File: src/rtl/conv_quadrant_address_gen_pkg.sv
// rtl/conv_quadrant_address_gen_pkg.sv - shared types, defaults and constant helpers for the conv address generator
package conv_addr_pkg;

   typedef enum logic [1:0] {
      ST_IDLE = 2'd0,
      ST_RUN  = 2'd1,
      ST_DONE = 2'd2
   } state_t;

   localparam int DEF_K           = 4;
   localparam int DEF_STRIDE      = 2;
   localparam int DEF_OUT_Q_W     = 8;
   localparam int DEF_OUT_Q_H     = 8;
   localparam int DEF_NUM_VECTORS = 4;
   localparam int DEF_IMG_W       = 64;
   localparam int DEF_IN_ADDR_W   = 12;
   localparam int DEF_B_ADDR_W    = 9;

   function automatic int elems(input int k);
      return k * k;
   endfunction

   function automatic int pairs_per_quadrant(input int k, input int oqw, input int oqh, input int nv);
      return nv * oqh * oqw * k * k;
   endfunction

   // Input-image offset of the right-hand (column) and lower (row) quadrant halves.
   function automatic int col_quad_offset(input int oqw, input int stride);
      return oqw * stride;
   endfunction

   function automatic int row_quad_offset(input int oqh, input int stride, input int img_w);
      return oqh * stride * img_w;
   endfunction

   function automatic int cnt_w(input int max_val);
      return (max_val < 1) ? 1 : $clog2(max_val + 1);
   endfunction

endpackage

File: src/rtl/conv_quadrant_address_gen_wrap_counter.sv
// rtl/conv_quadrant_address_gen_wrap_counter.sv - loadable counter stepping by STEP and wrapping to 0 after MAX
module wrap_counter #(
   parameter int MAX  = 3,
   parameter int STEP = 1,
   parameter int W    = 2
) (
   input  logic         clock,
   input  logic         clear,
   input  logic         load,
   input  logic [W-1:0] load_value,
   input  logic         inc,
   output logic [W-1:0] count_next,
   output logic         at_max
);

   logic [W-1:0] count;

   assign at_max = (count == W'(MAX));

   // count_next is exported so the parent can register outputs from the post-edge value.
   always_comb begin
      count_next = count;
      if (load) begin
         count_next = load_value;
      end else if (inc) begin
         count_next = at_max ? '0 : count + W'(STEP);
      end
   end

   always_ff @(posedge clock) begin
      if (clear) begin
         count <= '0;
      end else begin
         count <= count_next;
      end
   end

endmodule

File: src/rtl/conv_quadrant_address_gen.sv
// rtl/conv_quadrant_address_gen.sv - kernel/input address walker for one conv quadrant or all four in sequence
module conv_quadrant_address_gen
   import conv_addr_pkg::*;
#(
   parameter int K           = DEF_K,
   parameter int STRIDE      = DEF_STRIDE,
   parameter int OUT_Q_W     = DEF_OUT_Q_W,
   parameter int OUT_Q_H     = DEF_OUT_Q_H,
   parameter int NUM_VECTORS = DEF_NUM_VECTORS,
   parameter int IMG_W       = DEF_IMG_W,
   parameter int IN_ADDR_W   = DEF_IN_ADDR_W,
   parameter int B_ADDR_W    = DEF_B_ADDR_W
) (
   input  logic                 clock,
   input  logic                 clear,
   input  logic                 go,
   input  logic [1:0]           quadrant,
   input  logic                 all_quadrants,
   input  logic                 addr_ready,
   output logic                 addr_valid,
   output logic [B_ADDR_W-1:0]  b_element_address,
   output logic [IN_ADDR_W-1:0] input_address,
   output logic                 last_element,
   output logic                 last_vector_pos,
   output logic [1:0]           cur_quadrant,
   output logic                 busy,
   output logic                 done
);

   localparam int ELEMS  = elems(K);
   localparam int W_KC   = cnt_w(K - 1);
   localparam int W_E    = cnt_w(ELEMS - 1);
   localparam int W_C    = cnt_w(OUT_Q_W - 1);
   localparam int W_R    = cnt_w(OUT_Q_H - 1);
   localparam int W_V    = cnt_w((NUM_VECTORS - 1) * ELEMS);
   localparam int MAX_IN = ((2 * OUT_Q_H - 1) * STRIDE + K) * IMG_W;

   localparam logic [IN_ADDR_W-1:0] ONE           = IN_ADDR_W'(1);
   localparam logic [IN_ADDR_W-1:0] KERN_ROW_STEP = IN_ADDR_W'(IMG_W - K + 1);
   localparam logic [IN_ADDR_W-1:0] COL_STEP      = IN_ADDR_W'(STRIDE);
   localparam logic [IN_ADDR_W-1:0] ROW_STEP      = IN_ADDR_W'(STRIDE * IMG_W);
   localparam logic [IN_ADDR_W-1:0] COL_Q_OFF     = IN_ADDR_W'(col_quad_offset(OUT_Q_W, STRIDE));
   localparam logic [IN_ADDR_W-1:0] ROW_Q_OFF     = IN_ADDR_W'(row_quad_offset(OUT_Q_H, STRIDE, IMG_W));
   localparam logic [W_E-1:0]       E_MAX         = W_E'(ELEMS - 1);
   localparam logic [W_C-1:0]       C_MAX         = W_C'(OUT_Q_W - 1);
   localparam logic [W_R-1:0]       R_MAX         = W_R'(OUT_Q_H - 1);

   if (MAX_IN > 2 ** IN_ADDR_W) begin : g_in_addr_check
      $error("conv_quadrant_address_gen: input address range exceeds IN_ADDR_W");
   end
   if (NUM_VECTORS * ELEMS > 2 ** B_ADDR_W) begin : g_b_addr_check
      $error("conv_quadrant_address_gen: kernel address range exceeds B_ADDR_W");
   end

   state_t state, state_n;
   logic   all_q;
   logic   start, step, e_wrap, c_wrap, r_wrap, quad_end, final_step;
   logic   valid_n, busy_n, done_n;

   logic [W_KC-1:0] kc_n;
   logic [W_E-1:0]  kr_n, e_n;
   logic [W_C-1:0]  c_n;
   logic [W_R-1:0]  r_n;
   logic [W_V-1:0]  vec_n;
   logic [1:0]      q_n;
   logic            kc_max, kr_max, c_max, r_max, v_max, q_max;

   logic [IN_ADDR_W-1:0] kern_off, col_ptr, row_ptr;
   logic [IN_ADDR_W-1:0] kern_n, col_n, row_n;
   logic                 last_element_n;

   assign start      = (state == ST_IDLE) & go;
   assign step       = addr_valid & addr_ready;
   assign e_wrap     = step & kc_max & kr_max;
   assign c_wrap     = e_wrap & c_max;
   assign r_wrap     = c_wrap & r_max;
   assign quad_end   = r_wrap & v_max;
   assign final_step = quad_end & (~all_q | q_max);

   // Kernel element is split into column (kc) and row*K (kr) so the input offset can step without a divider.
   wrap_counter #(.MAX(K - 1), .STEP(1), .W(W_KC)) u_kc (
      .clock(clock), .clear(clear), .load(start), .load_value('0),
      .inc(step), .count_next(kc_n), .at_max(kc_max)
   );

   wrap_counter #(.MAX((K - 1) * K), .STEP(K), .W(W_E)) u_kr (
      .clock(clock), .clear(clear), .load(start), .load_value('0),
      .inc(step & kc_max), .count_next(kr_n), .at_max(kr_max)
   );

   wrap_counter #(.MAX(OUT_Q_W - 1), .STEP(1), .W(W_C)) u_col (
      .clock(clock), .clear(clear), .load(start), .load_value('0),
      .inc(e_wrap), .count_next(c_n), .at_max(c_max)
   );

   wrap_counter #(.MAX(OUT_Q_H - 1), .STEP(1), .W(W_R)) u_row (
      .clock(clock), .clear(clear), .load(start), .load_value('0),
      .inc(c_wrap), .count_next(r_n), .at_max(r_max)
   );

   wrap_counter #(.MAX((NUM_VECTORS - 1) * ELEMS), .STEP(ELEMS), .W(W_V)) u_vec (
      .clock(clock), .clear(clear), .load(start), .load_value('0),
      .inc(r_wrap), .count_next(vec_n), .at_max(v_max)
   );

   wrap_counter #(.MAX(3), .STEP(1), .W(2)) u_quad (
      .clock(clock), .clear(clear), .load(start),
      .load_value(all_quadrants ? 2'd0 : quadrant),
      .inc(quad_end & all_q), .count_next(q_n), .at_max(q_max)
   );

   assign e_n            = kr_n + W_E'(kc_n);
   assign last_element_n = (e_n == E_MAX);

   // Pointer reloads pick the quadrant base from q_n so a quadrant change lands on the same edge.
   always_comb begin
      kern_n = kern_off;
      col_n  = col_ptr;
      row_n  = row_ptr;
      if (start) begin
         kern_n = '0;
         col_n  = q_n[0] ? COL_Q_OFF : '0;
         row_n  = q_n[1] ? ROW_Q_OFF : '0;
      end else begin
         if (step) begin
            if (kc_max & kr_max) begin
               kern_n = '0;
            end else if (kc_max) begin
               kern_n = kern_off + KERN_ROW_STEP;
            end else begin
               kern_n = kern_off + ONE;
            end
         end
         if (e_wrap) begin
            col_n = c_max ? (q_n[0] ? COL_Q_OFF : '0) : col_ptr + COL_STEP;
         end
         if (c_wrap) begin
            row_n = r_max ? (q_n[1] ? ROW_Q_OFF : '0) : row_ptr + ROW_STEP;
         end
      end
   end

   always_ff @(posedge clock) begin
      if (clear) begin
         kern_off          <= '0;
         col_ptr           <= '0;
         row_ptr           <= '0;
         all_q             <= 1'b0;
         input_address     <= '0;
         b_element_address <= '0;
         last_element      <= 1'b0;
         last_vector_pos   <= 1'b0;
         cur_quadrant      <= 2'd0;
      end else begin
         kern_off          <= kern_n;
         col_ptr           <= col_n;
         row_ptr           <= row_n;
         all_q             <= start ? all_quadrants : all_q;
         input_address     <= row_n + col_n + kern_n;
         b_element_address <= B_ADDR_W'(vec_n) + B_ADDR_W'(e_n);
         last_element      <= last_element_n;
         last_vector_pos   <= last_element_n & (c_n == C_MAX) & (r_n == R_MAX);
         cur_quadrant      <= q_n;
      end
   end

   always_ff @(posedge clock) begin
      if (clear) begin
         state <= ST_IDLE;
      end else begin
         state <= state_n;
      end
   end

   always_comb begin
      state_n = state;
      case (state)
         ST_IDLE: if (go) state_n = ST_RUN;
         ST_RUN:  if (final_step) state_n = ST_DONE;
         ST_DONE: state_n = ST_IDLE;
         default: state_n = ST_IDLE;
      endcase
   end

   // Valid rises one cycle after the go edge, giving the address registers a cycle to settle.
   always_comb begin
      valid_n = (state == ST_RUN) & ~final_step;
      busy_n  = (state_n == ST_RUN);
      done_n  = (state_n == ST_DONE);
   end

   always_ff @(posedge clock) begin
      if (clear) begin
         addr_valid <= 1'b0;
         busy       <= 1'b0;
         done       <= 1'b0;
      end else begin
         addr_valid <= valid_n;
         busy       <= busy_n;
         done       <= done_n;
      end
   end

endmodule

File: config.mk
export PLATFORM = sky130hd
export DESIGN_NAME = conv_quadrant_address_gen
export DESIGN_NICKNAME = d
export VERILOG_FILES = /design/src/rtl/conv_quadrant_address_gen_pkg.sv /design/src/rtl/conv_quadrant_address_gen_wrap_counter.sv /design/src/rtl/conv_quadrant_address_gen.sv
export SDC_FILE = /design/constraint.sdc
export NUM_CORES = 1
export LEC_CHECK = 0
export ABC_CLOCK_PERIOD_IN_PS = 4900
export CAP_MARGIN = 40
export CORE_UTILIZATION = 46
export CTS_BUF_LIST = sky130_fd_sc_hd__clkbuf_4 sky130_fd_sc_hd__clkbuf_8
export DETAILED_ROUTE_END_ITERATION = 16
export PLACE_DENSITY_LB_ADDON = 0.1
export SETUP_SLACK_MARGIN = 0.1
export SYNTH_ARGS = -nofsm -noshare
export SYNTH_HDL_FRONTEND = slang
export SYNTH_SLANG_ARGS = --single-unit
File: constraint.sdc
create_clock -name clock -period 4.9 [get_ports clock]
set_clock_uncertainty 0.1 [all_clocks]
set_input_delay 0.735 -clock clock [delete_from_list [all_inputs] [get_ports clock]]
set_output_delay 0.735 -clock clock [all_outputs]
set_load 0.1 [all_outputs]
==> results.md <==
- The buffer levels on the longest clock path is 2.
- The first detailed-routing pass took 4 iterations.
- Across every metal layer, demand over resource in global routing totals 22.17%.
- Entering global routing, the biggest net connects 41 pins.
- The internal power of the cells totals 0.0009779 W.
- The data required time of the critical path is 5.05 ns.
- The number of max-cap violations is 0.
- The cell that appears most often on the critical path is ha_1.
- From synthesis to final layout, the design area changed by 32.18%.
- The count of final setup violators is 0.
- In the final layout, the share of cells above drive strength 1 is 21.35%.
- In this run the number of cells on the critical path is 19.
- The mean instance size in the synthesized netlist is 8.796 um^2.
- After clock tree synthesis, the clock-pin slew on the worst setup and hold paths is 0.09 ns.
- The number of pins exceeding their max-slew limit in the final report is 0.
- Counting every sink on the clock net gives 83.
- For this run, design rule violations remaining after detail routing come to 0.
- The top fanout value on the critical path is 3.
- In this run the most critical hold path is launched from row_ptr[4]$_SDFF_PP0_.
- The violation count after the first detailed-route iteration is 108.
- Dividing the detail-routed via count by the number of cells gives 4.994.
- The share of synthesized registers carrying an async set or reset is 0%.
- The worst endpoint data arrival time is 4.75 ns.
- Detailed placement ended at an HPWL of 8.328 mm.
- In this run, synthesis inferred 0 flip-flops with an integrated enable.
- The synthesized netlist cell count is 530.
- The worst-margin pin slew is 0.8212 ns.
- The routed layout has 3,915 vias.
- The core box area is 9819 um^2.
- The top cell types in the final layout, fill and taps aside, are 80 x dfxtp_1, 65 x buf_4, 57 x nor2_1.
- The die footprint is 10,540 um^2.
- The number of buffers and inverters on the critical path is 1.
- For this design the top-level I/O count stands at 35.
- The first global-routing pass estimated 17.69 mm of wire.
- Measured along the x axis, the die boundary spans 102.7 um.
- The final RePlAce weighted congestion is 0.9067.
- Headroom to the max-slew limit came out at 45.25%.
- The overall die height is 102.7 um.
- The number of hold-slack violations in the final timing report is 0.
- The worst setup path is captured at a flip-flop.
- 0 antenna diodes ended up in the layout.
- Of the total power, combinational logic draws 9.4%.
- The initial antenna violation count is 0.
- In the finished design, the share of the clock period the worst path needs comes to 93.78%.
- The clock tree from TritonCTS is done.
- The startpoint identified for the worst register-to-register timing path is u_col.count[0]$_SDFF_PP0_.
- The flip-flop and latch count after synthesis is 83.
- The switching share of total power is 25.65%.
- The effective utilization at floorplan is 47.48%.
- The family of cells with the greatest summed delay on the critical path is simple AND/OR/NAND/NOR gates.
- The via count of the first global-routing pass came to 3,703.
- The flow ran to the end, and the final reports show no timing, DRC or antenna violations.
- The antenna violation net count after detailed routing is 0.
- After global routing the overflow that remains totals 0.
- The net count reported at finish is 695.
- The largest vdd supply drop is 0.1184 mV.
- The highest clock frequency the design can meet is 217.6 MHz.
- In this run the power density over the cells is 213.4 nW/um^2.
- Summed over all cells, the static leakage comes to 2.745 nW.
- The later-pin clock latency in the skew report is 0.36 ns.
- The dominant synthesized flop cell is dfxtp_1.
- Setup repair after global routing left no endpoint under its margin.
- The library cell used most frequently in the layout, excluding fill and tap cells, is dfxtp_1.
- The total power draw is 0.001315 W.
- The row count is 36.
- The number of levels in the clock H-tree is 3.
- In this run, distinct cell masters in the synthesized netlist total 67.
- The share of power burned in the clock network is 38.5%.
- Sequential cells account for 52.1% of the total power.
- The share of synthesized area occupied by flip-flops and latches is 35.64%.
- The setup path with the least slack is of type reg2reg.
- The worst reg2reg path depth is 19.
- For this design, the slowest cell found on the critical path is fa_1.
- The area of the mapped netlist is 4662 um^2.
- The startpoint of the worst setup timing path is u_col.count[0]$_SDFF_PP0_.
- The cell count of the worst hold path is 1.
- Traced cell by cell, the critical path runs through ha_1 > ha_1 > and4bb_1 > and2_4 > nand4_1 > mux2i_2 > o21ai_1 > a221oi_2 > or2_4 > fa_1 > inv_1 > ha_1 > o21ai_2 > a21oi_2 > or4_1 > a31o_1 > a31oi_1 > xnor3_1 > mux2_4.
- The final critical delay including setup and external delays is 4.595 ns.
- STA classifies the critical path startpoint as a flip-flop.
- The number of warning messages in the yosys log is 0.
- CTS placed an instance of clkbuf_8 at the clock tree root.
- The number of clock buffers added by TritonCTS is 9.
- The number of I/O port buffers is 32.
- Summed over all nets, the switching power comes to 0.0003374 W.
- After detailed routing, the average wire length per cell comes to 13.75 um.
- The path class of the lowest-slack min-delay path is reg2reg.
- The stage delay of the slowest cell on the critical path is 0.40 ns.
- The worst hold slack after final layout is 0.3606 ns.
- After detailed routing, the total wire length is 10.78 mm.
==> sequential cells by signal (all words and copies together) (netlist names) <==
signal	cells
kern_off	12
u_kr.count	4
u_row.count	3
state	2
last_vector_pos	1
u_vec.count	6
input_address	12
u_kc.count	2
row_ptr	12
col_ptr	12
cur_quadrant	2
done	1
last_element	1
all_q	1
u_col.count	3
addr_valid	1
busy	1
b_element_address	7
==> final timing paths <==
path                                                endpoint  slack, ns
worst max-delay path            input_address[11]$_SDFF_PP0_       0.30
worst min-delay path                   row_ptr[4]$_SDFF_PP0_       0.36
worst max register to register  input_address[11]$_SDFF_PP0_       0.30
worst min register to register         row_ptr[4]$_SDFF_PP0_       0.36
==> synth_stat cells, types with 2 or more instances <==
| library cell | n | area, um^2 |
|---|---|---|
| a2111oi_0 | 2 | 17.52 |
| nor3_1 | 19 | 95.09 |
| dfxtp_1 | 83 | 1662 |
| clkbuf_8 | 2 | 27.53 |
| and3b_1 | 3 | 26.28 |
| nand3_1 | 12 | 60.06 |
| fa_1 | 14 | 280.3 |
| ha_1 | 28 | 350.3 |
| nor3b_1 | 6 | 45.04 |
| a21oi_2 | 2 | 17.52 |
| nor2_1 | 57 | 214.0 |
| xor2_1 | 13 | 113.9 |
| a21oi_1 | 26 | 130.1 |
| mux2i_1 | 5 | 50.05 |
| and2_1 | 26 | 162.7 |
| buf_4 | 4 | 30.03 |
| and3_1 | 8 | 50.05 |
| o21ai_0 | 12 | 60.06 |
| nand3b_1 | 2 | 15.01 |
| nor2b_1 | 16 | 100.1 |
| a31oi_1 | 4 | 25.02 |
| nand2b_1 | 7 | 43.79 |
| or2_2 | 5 | 31.28 |
| clkbuf_1 | 9 | 33.78 |
| or3_1 | 2 | 12.51 |
| xor2_2 | 2 | 32.53 |
| nand4_1 | 10 | 62.56 |
| inv_1 | 31 | 116.4 |
| a2111o_1 | 2 | 22.52 |
| a21o_1 | 4 | 30.03 |
| buf_1 | 2 | 7.510 |
| xnor2_1 | 24 | 210.2 |
| o21a_1 | 2 | 15.01 |
| nand2_1 | 53 | 198.9 |
==> power groups by stage <==
stage | Combinational (W) | Sequential, W | Clock, W
final | 0.000124 | 0.000685 | 0.000507
after global routing | 0.000131 | 0.000686 | 0.000543
after CTS | 0.000122 | 0.000685 | 0.000517
after detailed placement | 0.000121 | 0.000701 | 0
after global placement | 0.000110 | 0.000701 | 0
after floorplan | 0.0000474 | 0.000724 | 0
==> logic make-up (layout without fill, tap and decap cells) <==
kind of cell | Yosys count | count (layout) | synth area share [%]
xor gates and xnor gates | 40 | 40 | 8.132
buffers and inverters | 50 | 170 | 4.911
DFF | 83 | 83 | 35.64
other | 1 | 2 | 0.08044
and+or+nand+nor | 240 | 240 | 26.84
AOI/OAI and AO/OA | 67 | 67 | 9.233
muxes | 7 | 7 | 1.637
adders and majority gates | 42 | 42 | 13.53
==> per-layer routing <==
layer | share of wire [%] | global-route usage, % | vias to the layer above
met5 | 0 | 0 | -
met4 | 1.9 | 8.681 | 0
met3 | 2.0 | 3.119 | 14
met2 | 49 | 39.23 | 53
met1 | 47 | 27.12 | 1836
li1 | - | - | 2012
==> timing repair <==
action	CTS	global route
hold buffers	0	0
pin swaps	1	9
resized for setup	1	11
cloned	0	0
endpoints found under the setup margin	1	2
buffers inserted	1	3
==> layout make-up <==
type                    count  area, um^2
repair buffers            123        1196
fillers                   900        3657
inverters                  31       116.4
clock inverters             5       52.55
well taps                 133       166.4
flip-flops and latches     83        1668
clock buffers              11       145.1
multi-input cells         398        2818
==> through the flow <==
step           cells  util, %  instance area [um^2]  TNS (ns)  worst slack, ns
4_1_cts          781    62.08                  6096         0           0.1297
3_5_place_dp     764    59.95                  5887   -0.3672          -0.3672
5_1_grt          784    62.75                  6162         0          0.06945
6_report         784    62.75                  6162         0           0.3047
3_3_place_gp     738    55.98                  5497   -0.3353          -0.3217
2_1_floorplan    531        -                  4669         0           0.1174
==> worst register-to-register path, cell delays in order (launching register included) <==
cell and delay [ns]:
dfxtp_2 0.34, ha_1 0.19, ha_1 0.20, and4bb_1 0.22, and2_4 0.17, nand4_1 0.14, mux2i_2 0.25, o21ai_1 0.12
a221oi_2 0.30, or2_4 0.18, fa_1 0.40, inv_1 0.07, ha_1 0.25, o21ai_2 0.13, a21oi_2 0.04, or4_1 0.40
a31o_1 0.24, a31oi_1 0.19, xnor3_1 0.25, mux2_4 0.30
No activity file was read; power rests on OpenSTA's default activity.
